--- src/rtl/keypad_pkg.sv ---
// Keypad entry shared types: BCD digit, key indices, FSM states,
// command codes and error causes.
package keypad_pkg;

  typedef logic [3:0] bcd_t;

  localparam bcd_t BLANK_DIGIT = 4'hF;

  localparam int NUM_KEYS = 13;
  localparam int KEY_CLR  = 10;
  localparam int KEY_DEL  = 11;
  localparam int KEY_ENT  = 12;

  typedef enum logic [1:0] {
    S_EMPTY,
    S_ENTRY,
    S_FULL
  } kp_state_t;

  typedef enum logic [2:0] {
    CMD_NONE,
    CMD_DIGIT,
    CMD_CLR,
    CMD_DEL,
    CMD_ENT
  } cmd_t;

  typedef enum logic [2:0] {
    ERR_NONE,
    ERR_MULTI,
    ERR_FULL,
    ERR_DEL_EMPTY,
    ERR_ENT_SHORT
  } err_cause_t;

endpackage

--- src/rtl/keypad_key_encoder.sv ---
// Combinational decode of the 13-key vector into a single command,
// a one-hot qualifier and the BCD value of a digit key.
module keypad_key_encoder
  import keypad_pkg::*;
(
  input  logic [NUM_KEYS-1:0] keys_i,
  output logic                one_hot_ok_o,
  output logic                key_is_digit_o,
  output logic [3:0]          bcd_o,
  output cmd_t                cmd_o
);

  logic [NUM_KEYS-1:0] low_clr;

  assign low_clr      = keys_i & (keys_i - NUM_KEYS'(1));
  assign one_hot_ok_o = (keys_i != '0) && (low_clr == '0);
  assign key_is_digit_o = one_hot_ok_o && (|keys_i[9:0]);

  // BCD value of whichever digit key is pressed
  always_comb begin
    bcd_o = BLANK_DIGIT;
    for (int i = 0; i < 10; i++) begin
      if (keys_i[i]) bcd_o = 4'(i);
    end
  end

  // Command class of a single pressed key
  always_comb begin
    cmd_o = CMD_NONE;
    if (one_hot_ok_o) begin
      unique case (1'b1)
        keys_i[KEY_CLR]: cmd_o = CMD_CLR;
        keys_i[KEY_DEL]: cmd_o = CMD_DEL;
        keys_i[KEY_ENT]: cmd_o = CMD_ENT;
        default:         cmd_o = CMD_DIGIT;
      endcase
    end
  end

endmodule

--- src/rtl/keypad_entry_buffer.sv ---
// Keypad entry buffer: edge-qualified BCD code entry with backspace,
// full-buffer policy and submit handshake. KEYPAD_TIMEOUT_EN adds idle clear.
module keypad_entry_buffer
  import keypad_pkg::*;
#(
  parameter int DIGITS          = 4,
  parameter bit SHIFT_WHEN_FULL = 1'b1,
  parameter int TIMEOUT_CYCLES  = 50_000_000
) (
  input  logic                         clk,
  input  logic                         rst,
  input  logic [9:0]                   key_digit,
  input  logic                         key_clr,
  input  logic                         key_del,
  input  logic                         key_ent,
  output logic [4*DIGITS-1:0]          disp,
  output logic [$clog2(DIGITS+1)-1:0]  count,
  output logic                         full,
  output logic [4*DIGITS-1:0]          code,
  output logic                         code_valid,
  output logic                         err,
  output logic                         timeout
);

  localparam int DW = 4 * DIGITS;
  localparam int CW = $clog2(DIGITS + 1);
  localparam logic [CW-1:0] CNT_FULL  = CW'(DIGITS);
  localparam logic [DW-1:0] BLANK_BUF = {DIGITS{BLANK_DIGIT}};

  logic [NUM_KEYS-1:0] keys;
  logic                any_key;
  logic                one_hot;
  logic                is_digit;
  logic [3:0]          bcd;
  cmd_t                cmd;

  logic                accept;
  logic                multi;
  logic                tmo_fire;

  kp_state_t           state_q, state_d;
  logic                armed_q, armed_d;
  logic [DW-1:0]       disp_q, disp_d;
  logic [CW-1:0]       count_q, count_d;
  logic [DW-1:0]       code_q, code_d;
  logic                cv_q, cv_d;
  err_cause_t          cause_q, cause_d;
  logic                tmo_q, tmo_d;

  assign keys    = {key_ent, key_del, key_clr, key_digit};
  assign any_key = |keys;

  keypad_key_encoder u_enc (
    .keys_i         (keys),
    .one_hot_ok_o   (one_hot),
    .key_is_digit_o (is_digit),
    .bcd_o          (bcd),
    .cmd_o          (cmd)
  );

  assign accept  = armed_q && one_hot;
  assign multi   = armed_q && any_key && !one_hot;
  assign armed_d = !any_key;

`ifdef KEYPAD_TIMEOUT_EN
  localparam int TW = (TIMEOUT_CYCLES > 2) ? $clog2(TIMEOUT_CYCLES) : 1;

  logic [TW-1:0] tcnt_q, tcnt_d;
  logic          tmo_hit;

  assign tmo_hit  = (tcnt_q == TW'(TIMEOUT_CYCLES - 1));
  assign tmo_fire = tmo_hit && !accept && !multi && (state_q != S_EMPTY);

  // Idle counter: parked at 0 when empty, restarted by any accepted key
  always_comb begin
    tcnt_d = tcnt_q;
    if (accept || tmo_fire || (state_q == S_EMPTY)) begin
      tcnt_d = '0;
    end else if (!tmo_hit) begin
      tcnt_d = tcnt_q + TW'(1);
    end
  end

  // Idle counter register
  always_ff @(posedge clk or negedge rst) begin
    if (!rst) tcnt_q <= '0;
    else      tcnt_q <= tcnt_d;
  end
`else
  assign tmo_fire = 1'b0;
`endif

  // Event handling: next buffer contents, code and one-cycle pulses
  always_comb begin
    disp_d  = disp_q;
    count_d = count_q;
    code_d  = code_q;
    cv_d    = 1'b0;
    cause_d = ERR_NONE;
    tmo_d   = 1'b0;
    if (multi) begin
      cause_d = ERR_MULTI;
    end else if (accept && is_digit) begin
      if (state_q == S_FULL) begin
        if (SHIFT_WHEN_FULL) disp_d = {disp_q[DW-5:0], bcd};
        else                 cause_d = ERR_FULL;
      end else begin
        disp_d  = {disp_q[DW-5:0], bcd};
        count_d = count_q + CW'(1);
      end
    end else if (accept) begin
      unique case (cmd)
        CMD_CLR: begin
          disp_d  = BLANK_BUF;
          count_d = '0;
        end
        CMD_DEL: begin
          if (state_q == S_EMPTY) begin
            cause_d = ERR_DEL_EMPTY;
          end else begin
            disp_d  = {BLANK_DIGIT, disp_q[DW-1:4]};
            count_d = count_q - CW'(1);
          end
        end
        CMD_ENT: begin
          if (state_q == S_FULL) begin
            code_d  = disp_q;
            cv_d    = 1'b1;
            disp_d  = BLANK_BUF;
            count_d = '0;
          end else begin
            cause_d = ERR_ENT_SHORT;
          end
        end
        default: ;
      endcase
    end else if (tmo_fire) begin
      disp_d  = BLANK_BUF;
      count_d = '0;
      tmo_d   = 1'b1;
    end
  end

  // FSM next state follows the resulting digit count
  always_comb begin
    state_d = S_ENTRY;
    if (count_d == '0)          state_d = S_EMPTY;
    else if (count_d == CNT_FULL) state_d = S_FULL;
  end

  // FSM state register
  always_ff @(posedge clk or negedge rst) begin
    if (!rst) state_q <= S_EMPTY;
    else      state_q <= state_d;
  end

  // Datapath and pulse registers
  always_ff @(posedge clk or negedge rst) begin
    if (!rst) begin
      armed_q <= 1'b1;
      disp_q  <= BLANK_BUF;
      count_q <= '0;
      code_q  <= '0;
      cv_q    <= 1'b0;
      cause_q <= ERR_NONE;
      tmo_q   <= 1'b0;
    end else begin
      armed_q <= armed_d;
      disp_q  <= disp_d;
      count_q <= count_d;
      code_q  <= code_d;
      cv_q    <= cv_d;
      cause_q <= cause_d;
      tmo_q   <= tmo_d;
    end
  end

  assign disp       = disp_q;
  assign count      = count_q;
  assign full       = (state_q == S_FULL);
  assign code       = code_q;
  assign code_valid = cv_q;
  assign err        = (cause_q != ERR_NONE);
  assign timeout    = tmo_q;

endmodule

--- config.mk ---
export PLATFORM = sky130hd
export DESIGN_NAME = keypad_entry_buffer
export DESIGN_NICKNAME = d
export VERILOG_FILES = /design/src/rtl/keypad_pkg.sv /design/src/rtl/keypad_key_encoder.sv /design/src/rtl/keypad_entry_buffer.sv
export SDC_FILE = /design/constraint.sdc
export NUM_CORES = 1
export LEC_CHECK = 0
export CORE_ASPECT_RATIO = 0.7
export CORE_UTILIZATION = 30
export DETAILED_ROUTE_END_ITERATION = 8
export RECOVER_POWER = 100
export SYNTH_ARGS = -nofsm -noshare
export SYNTH_HDL_FRONTEND = slang
export SYNTH_HIERARCHICAL = 1
export SYNTH_SLANG_ARGS = --single-unit
--- constraint.sdc ---
create_clock -name clk -period 3.4 [get_ports clk]
set_clock_uncertainty 0.2 [all_clocks]
set_input_delay 1.02 -clock clk [delete_from_list [all_inputs] [get_ports clk]]
set_output_delay 1.02 -clock clk [all_outputs]
set_load 0.05 [all_outputs]
# --- Yosys cells after proc, flatten, opt, wreduce, memory -nomap -nowiden ---
# Cells that the tools add are included.
word_totals:
  in_bits: 15
  mem_bits_rw: 0
  mem_bits_ro: 0
  n_memories: 0
  ff_bits: 42
  latchBits: 0
op_classes:
  n_lt_le_gt_ge: 0
  mux: 37
  add_sub_neg: 3
  n_shift: 0
  n_eq_ne: 7
  reduce_logical: 19
  bitwise: 3
  multipliers: 0
  n_div: 0
ops:
  columns: ["op", "count"]
  rows:
  - ["$mux W16", 4]
  - ["$pmux W16 S3", 1]
  - ["$mux W4", 10]
  - ["$mux W3", 11]
  - ["$pmux W3 S3", 2]
  - ["$and A13 B13 Y13", 1]
  - ["$logic_not A13 Y1", 1]
  - ["$reduce_bool A13 Y1", 1]
  - ["$reduce_or A13 Y1", 1]
  - ["$sub A13 B1 Y13 const B", 1]
  - ["$reduce_and A5 Y1", 2]
  - ["$reduce_or A10 Y1", 1]
  - ["$eq A3 B2 Y1 const B", 2]
  - ["$eq A3 B3 Y1 const B", 2]
  - ["$logic_and A1 B1 Y1", 6]
  - ["$mux W2", 3]
  - ["$ne A3 B3 Y1 const B", 2]
  - ["$pmux W3 S2", 1]
  - ["$mux W1", 5]
  - ["$reduce_bool A4 Y1", 1]
  - ["$add A3 B1 Y3 const B", 1]
  - ["$logic_not A3 Y1", 1]
  - ["$reduce_bool A3 Y1", 1]
  - ["$sub A3 B1 Y3 const B", 1]
  - ["other kinds (5)", 7]

# --- Longest topological paths before layout ---
depth:
  depth_word: 13
  depth_mapped: 12
  depth_no_buf: 10

# --- By module ---
# The synthesis kept the hierarchy.
by_module_without_submodules:
  columns: ["module", "seq_area_each_um2", "area_each_um2", "cells_per_inst", "n_inst"]
  rows:
  - ["keypad_entry_buffer", 1072.3, 1943.1, 180, 1]
  - ["keypad_key_encoder", 0.0, 301.5, 43, 1]

# --- Worst setup path before layout ---
# No wires, ideal clock.
synth_path:
  path_type: "in2reg"
  start: "input port key_digit[3]"
  end: "register code_q[10], in the netlist code[10]"
  path_slack_ns: -0.715
  t_arrival_ns: 3.790
  setup_time_ns: 0.125
  required_ns: 3.075
  stages: 9
  path_cell_list: "or4_4 nand2b_4 o32a_1 nand2b_4 nor3_1 nand2_1 nor4_4 buf_6 mux2_2"
synth_between:
  elab_chain_len: 8
  word_cells_on_any_way: 18
synth_lines:
  columns: ["element", "line", "source"]
  rows:
  - ["start: declaration", "keypad_entry_buffer.sv:12", "input logic [9:0] key_digit,"]
  - ["$sub A13 B1 Y13", "keypad_key_encoder.sv:15", "assign low_clr = keys_i & (keys_i - NUM_KEYS'(1));"]
  - ["$and A13 B13 Y13", "keypad_key_encoder.sv:15", null]
  - ["$logic_not A13 Y1", "keypad_key_encoder.sv:16", "assign one_hot_ok_o = (keys_i != '0) && (low_clr == '0);"]
  - ["$logic_and A1 B1 Y1 (*)", "keypad_key_encoder.sv:16", null]
  - ["net one_hot", "keypad_entry_buffer.sv:32", "logic one_hot;"]
  - ["branches (longest 3 deep; another with $mux W3)", null, null]
  - ["$reduce_and A5 Y1 (no line) (*)", null, null]
  - ["end signal: assignment", "keypad_entry_buffer.sv:171", "code_q <= code_d;"]
  - ["end: declaration", "keypad_entry_buffer.sv:45", "logic [DW-1:0] code_q, code_d;"]
# Mark *: on every way through the listed nets, which the timed path passes.
# A chain may end at the register's enable or synchronous reset.

# --- Final worst setup path ---
layout_path:
  start: "input port key_digit[3]"
  end: "register state_q[1]"
layout_between:
  elab_chain_len: 13
  word_cells_on_any_way: 25
layout_lines:
  columns: ["element", "line", "source"]
  rows:
  - ["$sub A13 B1 Y13", "keypad_key_encoder.sv:15", null]
  - ["$and A13 B13 Y13", "keypad_key_encoder.sv:15", null]
  - ["$logic_not A13 Y1", "keypad_key_encoder.sv:16", null]
  - ["$logic_and A1 B1 Y1 (*)", "keypad_key_encoder.sv:16", null]
  - ["net one_hot", "keypad_entry_buffer.sv:32", null]
  - ["$mux W3", "keypad_key_encoder.sv:30", "if (one_hot_ok_o) begin"]
  - ["$eq A3 B3 Y1 or $eq A3 B2 Y1 (tied branches)", "keypad_entry_buffer.sv:112", "unique case (cmd)"]
  - ["$pmux W3 S3", "keypad_entry_buffer.sv:112", null]
  - ["$mux W3", "keypad_entry_buffer.sv:111", "end else if (accept) begin"]
  - ["$mux W3", "keypad_entry_buffer.sv:103", "end else if (accept && is_digit) begin"]
  - ["$mux W3 (*)", "keypad_entry_buffer.sv:101", "if (multi) begin"]
  - ["$eq A3 B3 Y1", "keypad_entry_buffer.sv:148", "else if (count_d == CNT_FULL) state_d = S_FULL;"]
  - ["$mux W2", "keypad_entry_buffer.sv:148", null]
  - ["$mux W2 (*)", "keypad_entry_buffer.sv:147", "if (count_d == '0) state_d = S_EMPTY;"]
  - ["net state_d[1]", "keypad_entry_buffer.sv:41", "kp_state_t state_q, state_d;"]
  - ["end signal: assignment", "keypad_entry_buffer.sv:154", "else state_q <= state_d;"]
  - ["end: declaration", "keypad_entry_buffer.sv:41", null]
# Mark *: on every way through the listed nets, which the timed path passes. The rest lies on a longest branch.

==> reports/metrics.csv <==
metric;value;unit
synth_top_family_by_area;simple AND/OR/NAND/NOR gates;
regToRegSetupSlack;1380;ps
start_kind;input pin;
critical_path.cell_chain;buf_6 -> or4_4 -> nor3b_4 -> o221a_4 -> nand2b_4 -> buf_4 -> buf_6 -> nor3_4 -> nand2_2 -> buf_4 -> o21ai_0 -> and4_4 -> o311ai_4 -> nor3_2;
worstSkewPairLatency;300;ps
ir_worst_vdd;204;uV
yosys.cell_types.count;49;
core-area;6980;um^2
worstSetupPathType;in2reg;
syn-num-nets;241;
drive_above_1_share;0.494;
cp_max_fo;5;
ys_async_sr_fraction;1.00;
worstMarginPinSlew;2200;ps
worstSetupEndpointType;register;
dp.final_hpwl;4140;um
post_drt_antenna_nets;0;
clock-root-buffer;clkbuf_8;
fmaxAchievable;0.275;GHz
placedCellCount;404;
worstSetupEndpoint;state_q[1]$_DFF_PN0_;
number_of_diodes_added_for_antenna_fixing;0;
cp.buffers_inverters;4;
netlist.top_cell.by_area;dfrtp_1;
vias;2135;
cp.arrival;3650;ps
timing.final.crit_share;1.07;
drt_pass1_iterations;4;
final_cells;428;
main_area_contributors_after_synthesis;dfrtp_1, dfstp_2, mux2_2;
worst_path_max_delay_cell;or4_4;
finalWorstPathRequiredPeriod;3640;ps
die_area;7840;um^2
ios;54;
yosys_warnings;6;
yosys_most_used_dff;dfrtp_1;
startpoint_of_the_most_critical_register_to_register_path;state_q[0]$_DFF_PN0_;
layout.cell_area.non_filler;3890;um^2
yosys-top-cells-count;dfrtp_1, o21ai_0, nand2_1, dfstp_2, nor2_1;
synth_top_area_frac;0.279;
cts_inserted_buffers;5;
post_synth_instance_area;2240;um^2
finalHoldViolations;0;
synthMuxAreaShare;0.0803;
final-setup-viol-count;38;
max_stage_delay;580;ps
path_clk_slew;90;ps
cp_num_cells;14;
flip_flop_and_latch_count_after_synthesis;42;
routabilityCongestion;0.797;
grt_pass1_wl;10600;um
grt_antenna_before_repair;0;
min_from;disp[3]$_DFFE_PN1P_;
viasPerCell;4.99;
worstReg2RegEnd;code[15]$_DFFE_PN0P_;
postPlaceCellArea;3240;um^2
count_of_filler_cells_inserted_in_the_layout;603;
synth_enable_flop_cells;0;
failing_checks;max-capacitance violations, max-slew violations, negative setup slack;
grt_usage;0.173;
numClockSinks;42;
maxCapViolations;1;
maxSlewViolCount;43;
rsz0062_at_grt;true;
total_leakage_power;0.00170;uW
worstRegToRegCells;6;
post_synth_inst_count;223;
yosysMostFrequentCell;dfrtp_1;
post-route-worst-setup-slack;-241;ps
clock_tree_from_tritoncts;done;
max-slew-margin-rel;-0.464;
drc_errors;0;
cts.path.max_buffers;2;
xor_xnor_fraction_of_synth_area;0;
hold_fix_buffers_at_cts;0;
timing.hold.ws;302;ps
grt_max_degree;43;
synth-compound-area-share;0.170;
post_drt_wl_per_cell;15.4;um
nets;351;
yosysSeqAreaShare;0.478;
floorplan.initialDensity;0.322;
cts.htree.levels;2;
floorplan.die.width;105;um
power.density_cell_area;270;nW/um^2
dieHeight;74.4;um
totalWireLength;6570;um
timing.hold.worst.class;reg2reg;
buffer_ports.inserted;52;
synth_area_per_cell;10.1;um^2
crit_family;simple AND/OR/NAND/NOR gates;
critPathLaunch;key_digit[3];
yosys.area_share.adder;0.0212;
run_status;complete, but fails checks;
syn_to_final_growth;73.2;%
vias_in_the_first_global_route;2126;
synth_simple_gate_area_frac;0.206;
gr-total-overflow;0;
dr.first_iter.drc_count;90;
critical_path_required;3410;ps
core.rowCount;25;
-- stage by stage --
step	utilization	worst slack [ps]	setup TNS [ps]	power [uW]
2_1_floorplan	-	-491	-11280	532
3_3_place_gp	0.465	-832	-30760	586
3_5_place_dp	0.465	-948	-33370	586
4_1_cts	0.533	-315	-7500	1060
5_1_grt	0.557	-343	-9410	1090
6_report	0.557	-241	-5790	1050
-- final cells by class --
class | count | area, um^2 | share of cell area
clock buffer | 5 | 68.8 | 0.0177
clock inverter | 3 | 68.8 | 0.0177
sequential | 42 | 1070 | 0.276
tap | 94 | 118 | 0.0303
timing repair buffer | 112 | 1070 | 0.275
inverter | 13 | 51.3 | 0.0132
multi-input combinational | 159 | 1440 | 0.370
-- worst register-to-register path, cell delays in order (launching register included) --
cell and delay, ps:
dfrtp_1 460, nand2b_1 200, buf_4 180, nor4_4 270, buf_6 170, buf_12 140, mux2_4 300
-- layer usage --
metal | track usage | share of wire | wire [um]
met1 | 0.249 | 0.50 | 3280
met5 | 0 | 0 | 0
met2 | 0.269 | 0.45 | 2930
met4 | 0.0282 | 0.0075 | 49
met3 | 0.0447 | 0.048 | 316
-- power by group --
group	internal (uW)	total, uW	leakage, uW	switching, uW
Clock	294	470	0.0000683	176
Combinational	36.8	81.0	0.00111	44.2
Sequential	500	500	0.000526	0.00895
-- sequential cells by signal (all words and copies together) (netlist names) --
register    flops
armed_q         1
code           16
cause_q         3
code_valid      1
disp           16
count           3
state_q         2
-- kinds of logic after synthesis --
kind of cell | count (synthesis)
and+or+nand+nor | 76
AOI/OAI and AO/OA | 62
DFF | 42
buffers and inverters | 22
muxes | 16
adders and majority gates | 4
other | 1
-- cell usage in the layout, fill, tap and decap left out, types with 3 or more instances in the layout --
master,count
a21oi_1,8
a21oi_2,6
buf_12,4
buf_4,40
buf_6,16
clkbuf_8,5
clkdlybuf4s50_1,42
dfrtp_1,25
dfstp_2,17
ha_1,3
inv_1,11
mux2_4,16
nand2_1,15
nand2b_1,3
nand3_1,4
nor2_1,10
nor2_2,7
nor3_1,5
nor4_1,3
nor4_4,5
o21ai_0,5
o21ai_1,13
o22ai_2,9
-- how the worst min path moves through the flow --
| stage | to | cells after the start | slack, ps |
|---|---|---|---|
| final | disp[3]$_DFFE_PN1P_ | 2 | 300 |
| after global routing | disp[13]$_DFFE_PN1P_ | 2 | 310 |
| after CTS | disp[1]$_DFFE_PN1P_ | 2 | 290 |
| after detailed placement | code[15]$_DFFE_PN0P_ | 1 | 280 |
| after global placement | code[15]$_DFFE_PN0P_ | 1 | 270 |
| after floorplan | cause_q[0]$_DFF_PN0_ | 2 | 340 |
-- repair_timing --
| item | CTS | global route |
|---|---|---|
| setup endpoints to repair | 41 | 41 |
| gates resized for setup | 75 | 49 |
| pin swaps | 14 | 36 |
| setup buffers | 12 | 4 |
| cloned | 3 | 0 |
Note: power is estimated with default switching activity, not from simulation.
